===== src/rtl/console_pkg.sv =====
// Shared definitions for the console peripheral: register offsets, status bits,
// transmit FSM states and the default halt code.
package console_pkg;

    localparam logic [15:0] REG_DATA   = 16'd0;
    localparam logic [15:0] REG_STATUS = 16'd1;

    localparam int STAT_FULL  = 0;
    localparam int STAT_EMPTY = 1;
    localparam int STAT_BUSY  = 2;
    localparam int STAT_OVF   = 3;

    localparam logic [7:0] DEFAULT_HALT_CODE = 8'h5a;

    typedef enum logic [1:0] {
        IDLE  = 2'd0,
        START = 2'd1,
        DATA  = 2'd2,
        STOP  = 2'd3
    } tx_state_t;

endpackage


===== src/rtl/console_port_if.sv =====
// CPU6 system-bus view of the console peripheral; the CPU side is the master.
interface console_port_if;
    logic [15:0] address;
    logic        write_en;
    logic [7:0]  write_data;
    logic [7:0]  read_data;
    logic        selected;

    modport master (output address, write_en, write_data, input read_data, selected);
    modport slave  (input address, write_en, write_data, output read_data, selected);
endinterface


===== src/rtl/byte_fifo.sv =====
// Synchronous byte FIFO with an explicit occupancy count so full/empty never alias.
// The caller only asserts push when there is room (or a pop coincides) and pop when non-empty.
module byte_fifo
    import console_pkg::*;
#(
    parameter int DEPTH = 16
) (
    input  logic                     clock,
    input  logic                     reset,
    input  logic                     push,
    input  logic [7:0]               push_data,
    input  logic                     pop,
    output logic [7:0]               head,
    output logic                     full,
    output logic                     empty,
    output logic [$clog2(DEPTH):0]   level
);
    localparam int PTR_W = $clog2(DEPTH);
    localparam int LVL_W = PTR_W + 1;

    logic [7:0]       mem [DEPTH];
    logic [PTR_W-1:0] wr_ptr;
    logic [PTR_W-1:0] rd_ptr;
    logic [LVL_W-1:0] count;

    always_ff @(posedge clock) begin
        if (push) mem[wr_ptr] <= push_data;
    end

    always_ff @(posedge clock or negedge reset) begin
        if (!reset) begin
            wr_ptr <= '0;
            rd_ptr <= '0;
            count  <= '0;
        end else begin
            if (push) wr_ptr <= wr_ptr + PTR_W'(1);
            if (pop)  rd_ptr <= rd_ptr + PTR_W'(1);
            case ({push, pop})
                2'b10:   count <= count + LVL_W'(1);
                2'b01:   count <= count - LVL_W'(1);
                default: count <= count;
            endcase
        end
    end

    assign head  = mem[rd_ptr];
    assign full  = (count == LVL_W'(DEPTH));
    assign empty = (count == '0);
    assign level = count;

endmodule


===== src/rtl/console_port.sv =====
// Memory-mapped console: data register feeds a FIFO drained as 8N1 frames on tx,
// plus a status register and a sticky halt flag for ending simulations.
module console_port
    import console_pkg::*;
#(
    parameter logic [15:0] BASE_ADDR = 16'h5a00,
    parameter logic [15:0] HALT_ADDR = 16'h5b00,
    parameter logic [7:0]  HALT_CODE = DEFAULT_HALT_CODE,
    parameter int          DEPTH     = 16,
    parameter int          DIVISOR   = 16
) (
    input  logic                   clock,
    input  logic                   reset,
    console_port_if.slave          bus,
    output logic                   tx,
    output logic                   halt,
    output logic [$clog2(DEPTH):0] fifo_level
);
    // State | meaning
    // IDLE  | line idle (tx=1), waiting for a byte in the FIFO
    // START | start bit (tx=0) for DIVISOR cycles
    // DATA  | 8 data bits LSB first, DIVISOR cycles each
    // STOP  | stop bit (tx=1); chains straight into START if more data is queued
    localparam int              DIV_W    = $clog2(DIVISOR);
    localparam logic [DIV_W-1:0] DIV_LAST = DIV_W'(DIVISOR - 1);

    tx_state_t        state;
    logic [DIV_W-1:0] div_cnt;
    logic [2:0]       bit_idx;
    logic [7:0]       shift;
    logic             overflow;

    logic       sel_data, sel_status, sel_halt;
    logic       full, empty, push, pop, push_req, ovf_set, bit_end;
    logic [7:0] head;
    logic [7:0] status;

    assign sel_data   = (bus.address == BASE_ADDR + REG_DATA);
    assign sel_status = (bus.address == BASE_ADDR + REG_STATUS);
    assign sel_halt   = (bus.address == HALT_ADDR);
    assign bus.selected = sel_data | sel_status | sel_halt;

    assign bit_end  = (div_cnt == '0);
    assign pop      = !empty && ((state == IDLE) || (state == STOP && bit_end));
    assign push_req = bus.write_en && sel_data;
    // A pop in the same cycle frees a slot, so a full FIFO still accepts the byte.
    assign push     = push_req && (!full || pop);
    assign ovf_set  = push_req && full && !pop;

    always_comb begin
        status             = 8'h00;
        status[STAT_FULL]  = full;
        status[STAT_EMPTY] = empty;
        status[STAT_BUSY]  = (state != IDLE);
        status[STAT_OVF]   = overflow;
    end

    always_comb begin
        bus.read_data = 8'h00;
        if (sel_status)    bus.read_data = status;
        else if (sel_halt) bus.read_data = {7'b0, halt};
    end

    byte_fifo #(.DEPTH(DEPTH)) u_fifo (
        .clock     (clock),
        .reset     (reset),
        .push      (push),
        .push_data (bus.write_data),
        .pop       (pop),
        .head      (head),
        .full      (full),
        .empty     (empty),
        .level     (fifo_level)
    );

    always_ff @(posedge clock or negedge reset) begin
        if (!reset) begin
            overflow <= 1'b0;
            halt     <= 1'b0;
        end else begin
            if (ovf_set)                          overflow <= 1'b1;
            else if (bus.write_en && sel_status)  overflow <= 1'b0;
            if (bus.write_en && sel_halt && bus.write_data == HALT_CODE) halt <= 1'b1;
        end
    end

    always_ff @(posedge clock or negedge reset) begin
        if (!reset) begin
            state   <= IDLE;
            tx      <= 1'b1;
            div_cnt <= '0;
            bit_idx <= '0;
            shift   <= '0;
        end else begin
            case (state)
                IDLE: begin
                    tx <= 1'b1;
                    if (pop) begin
                        shift   <= head;
                        div_cnt <= DIV_LAST;
                        tx      <= 1'b0;
                        state   <= START;
                    end
                end
                START: begin
                    if (bit_end) begin
                        div_cnt <= DIV_LAST;
                        bit_idx <= '0;
                        tx      <= shift[0];
                        state   <= DATA;
                    end else begin
                        div_cnt <= div_cnt - DIV_W'(1);
                    end
                end
                DATA: begin
                    if (bit_end) begin
                        div_cnt <= DIV_LAST;
                        if (bit_idx == 3'd7) begin
                            tx    <= 1'b1;
                            state <= STOP;
                        end else begin
                            bit_idx <= bit_idx + 3'd1;
                            shift   <= {1'b0, shift[7:1]};
                            tx      <= shift[1];
                        end
                    end else begin
                        div_cnt <= div_cnt - DIV_W'(1);
                    end
                end
                STOP: begin
                    if (bit_end) begin
                        if (pop) begin
                            shift   <= head;
                            div_cnt <= DIV_LAST;
                            tx      <= 1'b0;
                            state   <= START;
                        end else begin
                            tx    <= 1'b1;
                            state <= IDLE;
                        end
                    end else begin
                        div_cnt <= div_cnt - DIV_W'(1);
                    end
                end
                default: state <= IDLE;
            endcase
        end
    end

endmodule

===== src/flat_wrapper.sv =====
// flat-port wrapper written by rule: the top's interface ports become plain ports
module console_port_flat import console_pkg::*;
#(
    parameter logic [15:0] BASE_ADDR = 16'h5a00,
    parameter logic [15:0] HALT_ADDR = 16'h5b00,
    parameter logic [7:0]  HALT_CODE = DEFAULT_HALT_CODE,
    parameter int          DEPTH     = 16,
    parameter int          DIVISOR   = 16
)
  (clock, reset, tx, halt, fifo_level, bus_address, bus_write_en, bus_write_data, bus_read_data, bus_selected);
  console_port_if bus_i ();
  input  logic clock;
  input  logic reset;
  output logic tx;
  output logic halt;
  output logic [$clog2(DEPTH):0] fifo_level;
  input wire logic [$bits(bus_i.address)-1:0] bus_address;
  input wire logic [$bits(bus_i.write_en)-1:0] bus_write_en;
  input wire logic [$bits(bus_i.write_data)-1:0] bus_write_data;
  output wire logic [$bits(bus_i.read_data)-1:0] bus_read_data;
  output wire logic [$bits(bus_i.selected)-1:0] bus_selected;
  assign bus_i.address = bus_address;
  assign bus_i.write_en = bus_write_en;
  assign bus_i.write_data = bus_write_data;
  assign bus_read_data = bus_i.read_data;
  assign bus_selected = bus_i.selected;
  console_port #(.BASE_ADDR(BASE_ADDR), .HALT_ADDR(HALT_ADDR), .HALT_CODE(HALT_CODE), .DEPTH(DEPTH), .DIVISOR(DIVISOR)) u_core (.clock(clock), .reset(reset), .bus(bus_i), .tx(tx), .halt(halt), .fifo_level(fifo_level));
endmodule

===== config.mk =====
export PLATFORM = sky130hd
export DESIGN_NAME = console_port_flat
export DESIGN_NICKNAME = d
export VERILOG_FILES = /design/src/rtl/console_pkg.sv /design/src/rtl/console_port_if.sv /design/src/rtl/byte_fifo.sv /design/src/rtl/console_port.sv /design/src/flat_wrapper.sv
export SDC_FILE = /design/constraint.sdc
export NUM_CORES = 1
export LEC_CHECK = 0
export CELL_PAD_IN_SITES_DETAIL_PLACEMENT = 1
export CELL_PAD_IN_SITES_GLOBAL_PLACEMENT = 1
export CORE_MARGIN = 5
export CORE_UTILIZATION = 35
export DETAILED_ROUTE_END_ITERATION = 12
export PLACE_DENSITY = 0.64
export SYNTH_ARGS = -nofsm -noshare
export SYNTH_HDL_FRONTEND = slang
export SYNTH_SLANG_ARGS = --single-unit

===== constraint.sdc =====
create_clock -name clock -period 3.7 [get_ports clock]
set_input_delay 0.74 -clock clock [delete_from_list [all_inputs] [get_ports clock]]
set_output_delay 0.74 -clock clock [all_outputs]
set_load 0.005 [all_outputs]

==> flow_summary.ini <==
[yosys]
yosys.area.top_type = edfxtp_1
yosysWarnings = 0
synthTopCellsByCount = edfxtp_1 (128), dfrtp_1 (32), mux2i_1 (29), nor2_1 (28), nand2_1 (25)
ys.flop_type = edfxtp_1
postSynthAreaPerCell_um2 = 15.0
synth_seq_cells = 161
syn_area_um2 = 7060
yosysUniqueCellTypes = 56
syn_inst = 470
synth_top_area_frac = 0.544
async_reset_ff_frac = 0.205
seq_area_frac_synth = 0.661
synth-edff-count = 128
synth.most_common_cell = edfxtp_1
synthTopCellsByArea = edfxtp_1 (54%), dfrtp_1 (11%), mux4_2 (5.7%), mux2i_1 (4.1%), ha_1 (3.4%)

[cts]
cts_sinks = 161
clockBufferDepth = 2
clock_latency_ns = 0.42
cts_tree = built
path_clk_slew_ns = 0.06
cts_max_level = 4
root_buffer = clkbuf_16
numCtsBuffers = 17

[layout]
antenna_cells = 0
drive_above_1_share = 0.176
nFillCells = 2073
area_growth_pct = 21.3
finalNetCount = 583

[global_route]
grt_pass1_vias = 4573
grt.overflow.total = 0
grt_max_degree = 38
antenna_found_initial = 0
grt_pass1_wl_um = 26200
grt_usage = 0.146

[critical_path]
cp-endpoint = bus_read_data[0]
ff2ff_path_depth = 11
r2r_start = u_core.u_fifo.level[1]
cp-start-kind = register
worstPathArrival_ns = 2.77
critPathKind = reg -> out
cp_max_fo = 8
reg2reg_slack_ns = 0.51
timing.rr.end = u_core.u_fifo.level[4]
end_kind = output port
crit_start = u_core.u_fifo.level[1]
crit_required_ns = 2.96

[sta]
max_slew.worst_pin.slew_ns = 0.791
rsz0062_at_grt = false
tns_ns = 0
fin_ws_ns = 0.187
setup_viol = 0
timing.final.crit_period_ns = 3.51
final_max_slew_viol_count = 0
hold_violations = 0
skew_ns = 0.00916
period_share = 0.949
slew-limit-headroom = 0.473
fmax_mhz = 285

[place]
hpwl_um = 11700
dp_slack_ns = 0.0474
io_buffer_count = 38
finalWeightedCongestion = 0.810

[detailed_routing]
wire_per_inst_um = 20.1
ant_nets = 0
wirelength_um = 16500
drc = 0
vias = 4250
drtPass1Iterations = 5
drtIter0Drc = 249
via_per_inst = 5.18

[outcome]
outcome = finished, final reports clean

[pwr]
power_leakage_nw = 2.93
irDropWorstVdd_uv = 396
cellPowerDensity_nw_per_um2 = 461

[floorplan]
num_rows = 52
floorplan.initialDensity = 0.353
io_pins = 43
die_y_um = 152
die_x_um = 152
dieArea_um2 = 23100
coreArea_um2 = 20000

[job]
drv_cap = 0

[min_path]
hold_class = reg -> reg
holdPathStages = 2
-- worst min path at each step --
stage / start / to / slack, ns
2_1_floorplan: reset / u_core.bit_idx[0] / 0.44
3_3_place_gp: u_core.shift[3] / u_core.shift[3] / 0.47
3_5_place_dp: u_core.tx / u_core.tx / 0.48
4_1_cts: u_core.tx / u_core.tx / 0.49
5_1_grt: u_core.shift[2] / u_core.shift[2] / 0.52
6_report: u_core.tx / u_core.tx / 0.49
-- cell usage in the layout, fill, tap and decap left out, drive strengths merged, types with 6 or more instances in the layout --
cell / count
o22ai: 7
dfrtp: 32
nor2: 28
o21a: 7
buf: 34
xnor2: 8
nand2: 25
inv: 23
nor3: 8
ha: 19
mux2i: 29
clkbuf: 18
a22oi: 14
edfxtp: 128
a21oi: 21
o21ai: 14
mux4: 18
clkdlybuf4s50: 38
nand3: 6
-- power by group --
part	internal, mW	total, mW	switching, mW
combinational	0.0297	0.0722	0.0425
clock	1.17	1.92	0.751
sequential	1.95	1.96	0.000117
total	3.16	3.95	0.793
-- state kept, by name, indices dropped and copies added (netlist names) --
signal                cells
u_core.u_fifo.wr_ptr      4
u_core.state              2
u_core.halt               1
u_core.shift              8
u_core.overflow           1
u_core.u_fifo.level       5
u_core.div_cnt            4
u_core.tx                 1
u_core.bit_idx            3
u_core.u_fifo.mem       128
u_core.u_fifo.rd_ptr      4
-- final cells by class --
type | instances | area [um2] | area share
well taps | 270 | 338 | 0.0394
clock inverters | 14 | 214 | 0.0250
clock buffers | 18 | 439 | 0.0513
inverters | 15 | 56.3 | 0.00657
multi-input cells | 270 | 2210 | 0.258
repair buffers | 72 | 636 | 0.0742
flip-flops and latches | 161 | 4670 | 0.545
-- per-layer routing --
layer / global-route usage / vias to the layer above / wire, um / part of all wire
met3: 0.0378 / 16 / 724 / 0.044
met1: 0.187 / 2192 / 7140 / 0.43
met4: 0.0437 / 0 / 236 / 0.014
met5: 0 / - / 0 / 0
li1: - / 1938 / - / -
met2: 0.247 / 104 / 8390 / 0.51
-- critical path, stage by stage, from the launching register on --
cell             delay, ns
dfrtp_1               0.46
or4_1                 0.75
or4_1                 0.46
a21oi_1               0.16
clkdlybuf4s50_1       0.52
-- timing repair --
item	in CTS	in global routing
setup buffers	0	1
setup endpoints to repair	0	1
hold buffers	0	0
resized for setup	0	1
-- per-stage QoR --
step | utilization | hold WS, ns | instances | power [mW] | instance area (um2)
6_report | 0.428 | 0.487 | 820 | 3.95 | 8570
4_1_cts | 0.427 | 0.493 | 819 | 4.00 | 8550
5_1_grt | 0.428 | 0.518 | 820 | 4.09 | 8570
2_1_floorplan | - | 0.444 | 473 | 2.00 | 7080
3_3_place_gp | 0.394 | 0.474 | 787 | 2.06 | 7900
3_5_place_dp | 0.394 | 0.484 | 787 | 2.07 | 7900
-- cells by family (layout without fill, tap and decap cells) --
group,count (synthesis),count (layout),synth area share
buffers and inverters,42,119,0.0278
adder cells (fa/ha/maj),19,19,0.0337
other,1,4,0.000531
XOR/XNOR,13,13,0.0161
flip-flops,161,161,0.661
multiplexers,50,50,0.103
AO/OA/AOI/OAI,86,86,0.0840
AND/OR/NAND/NOR,98,98,0.0735
Power figures use the tool's default switching activity.
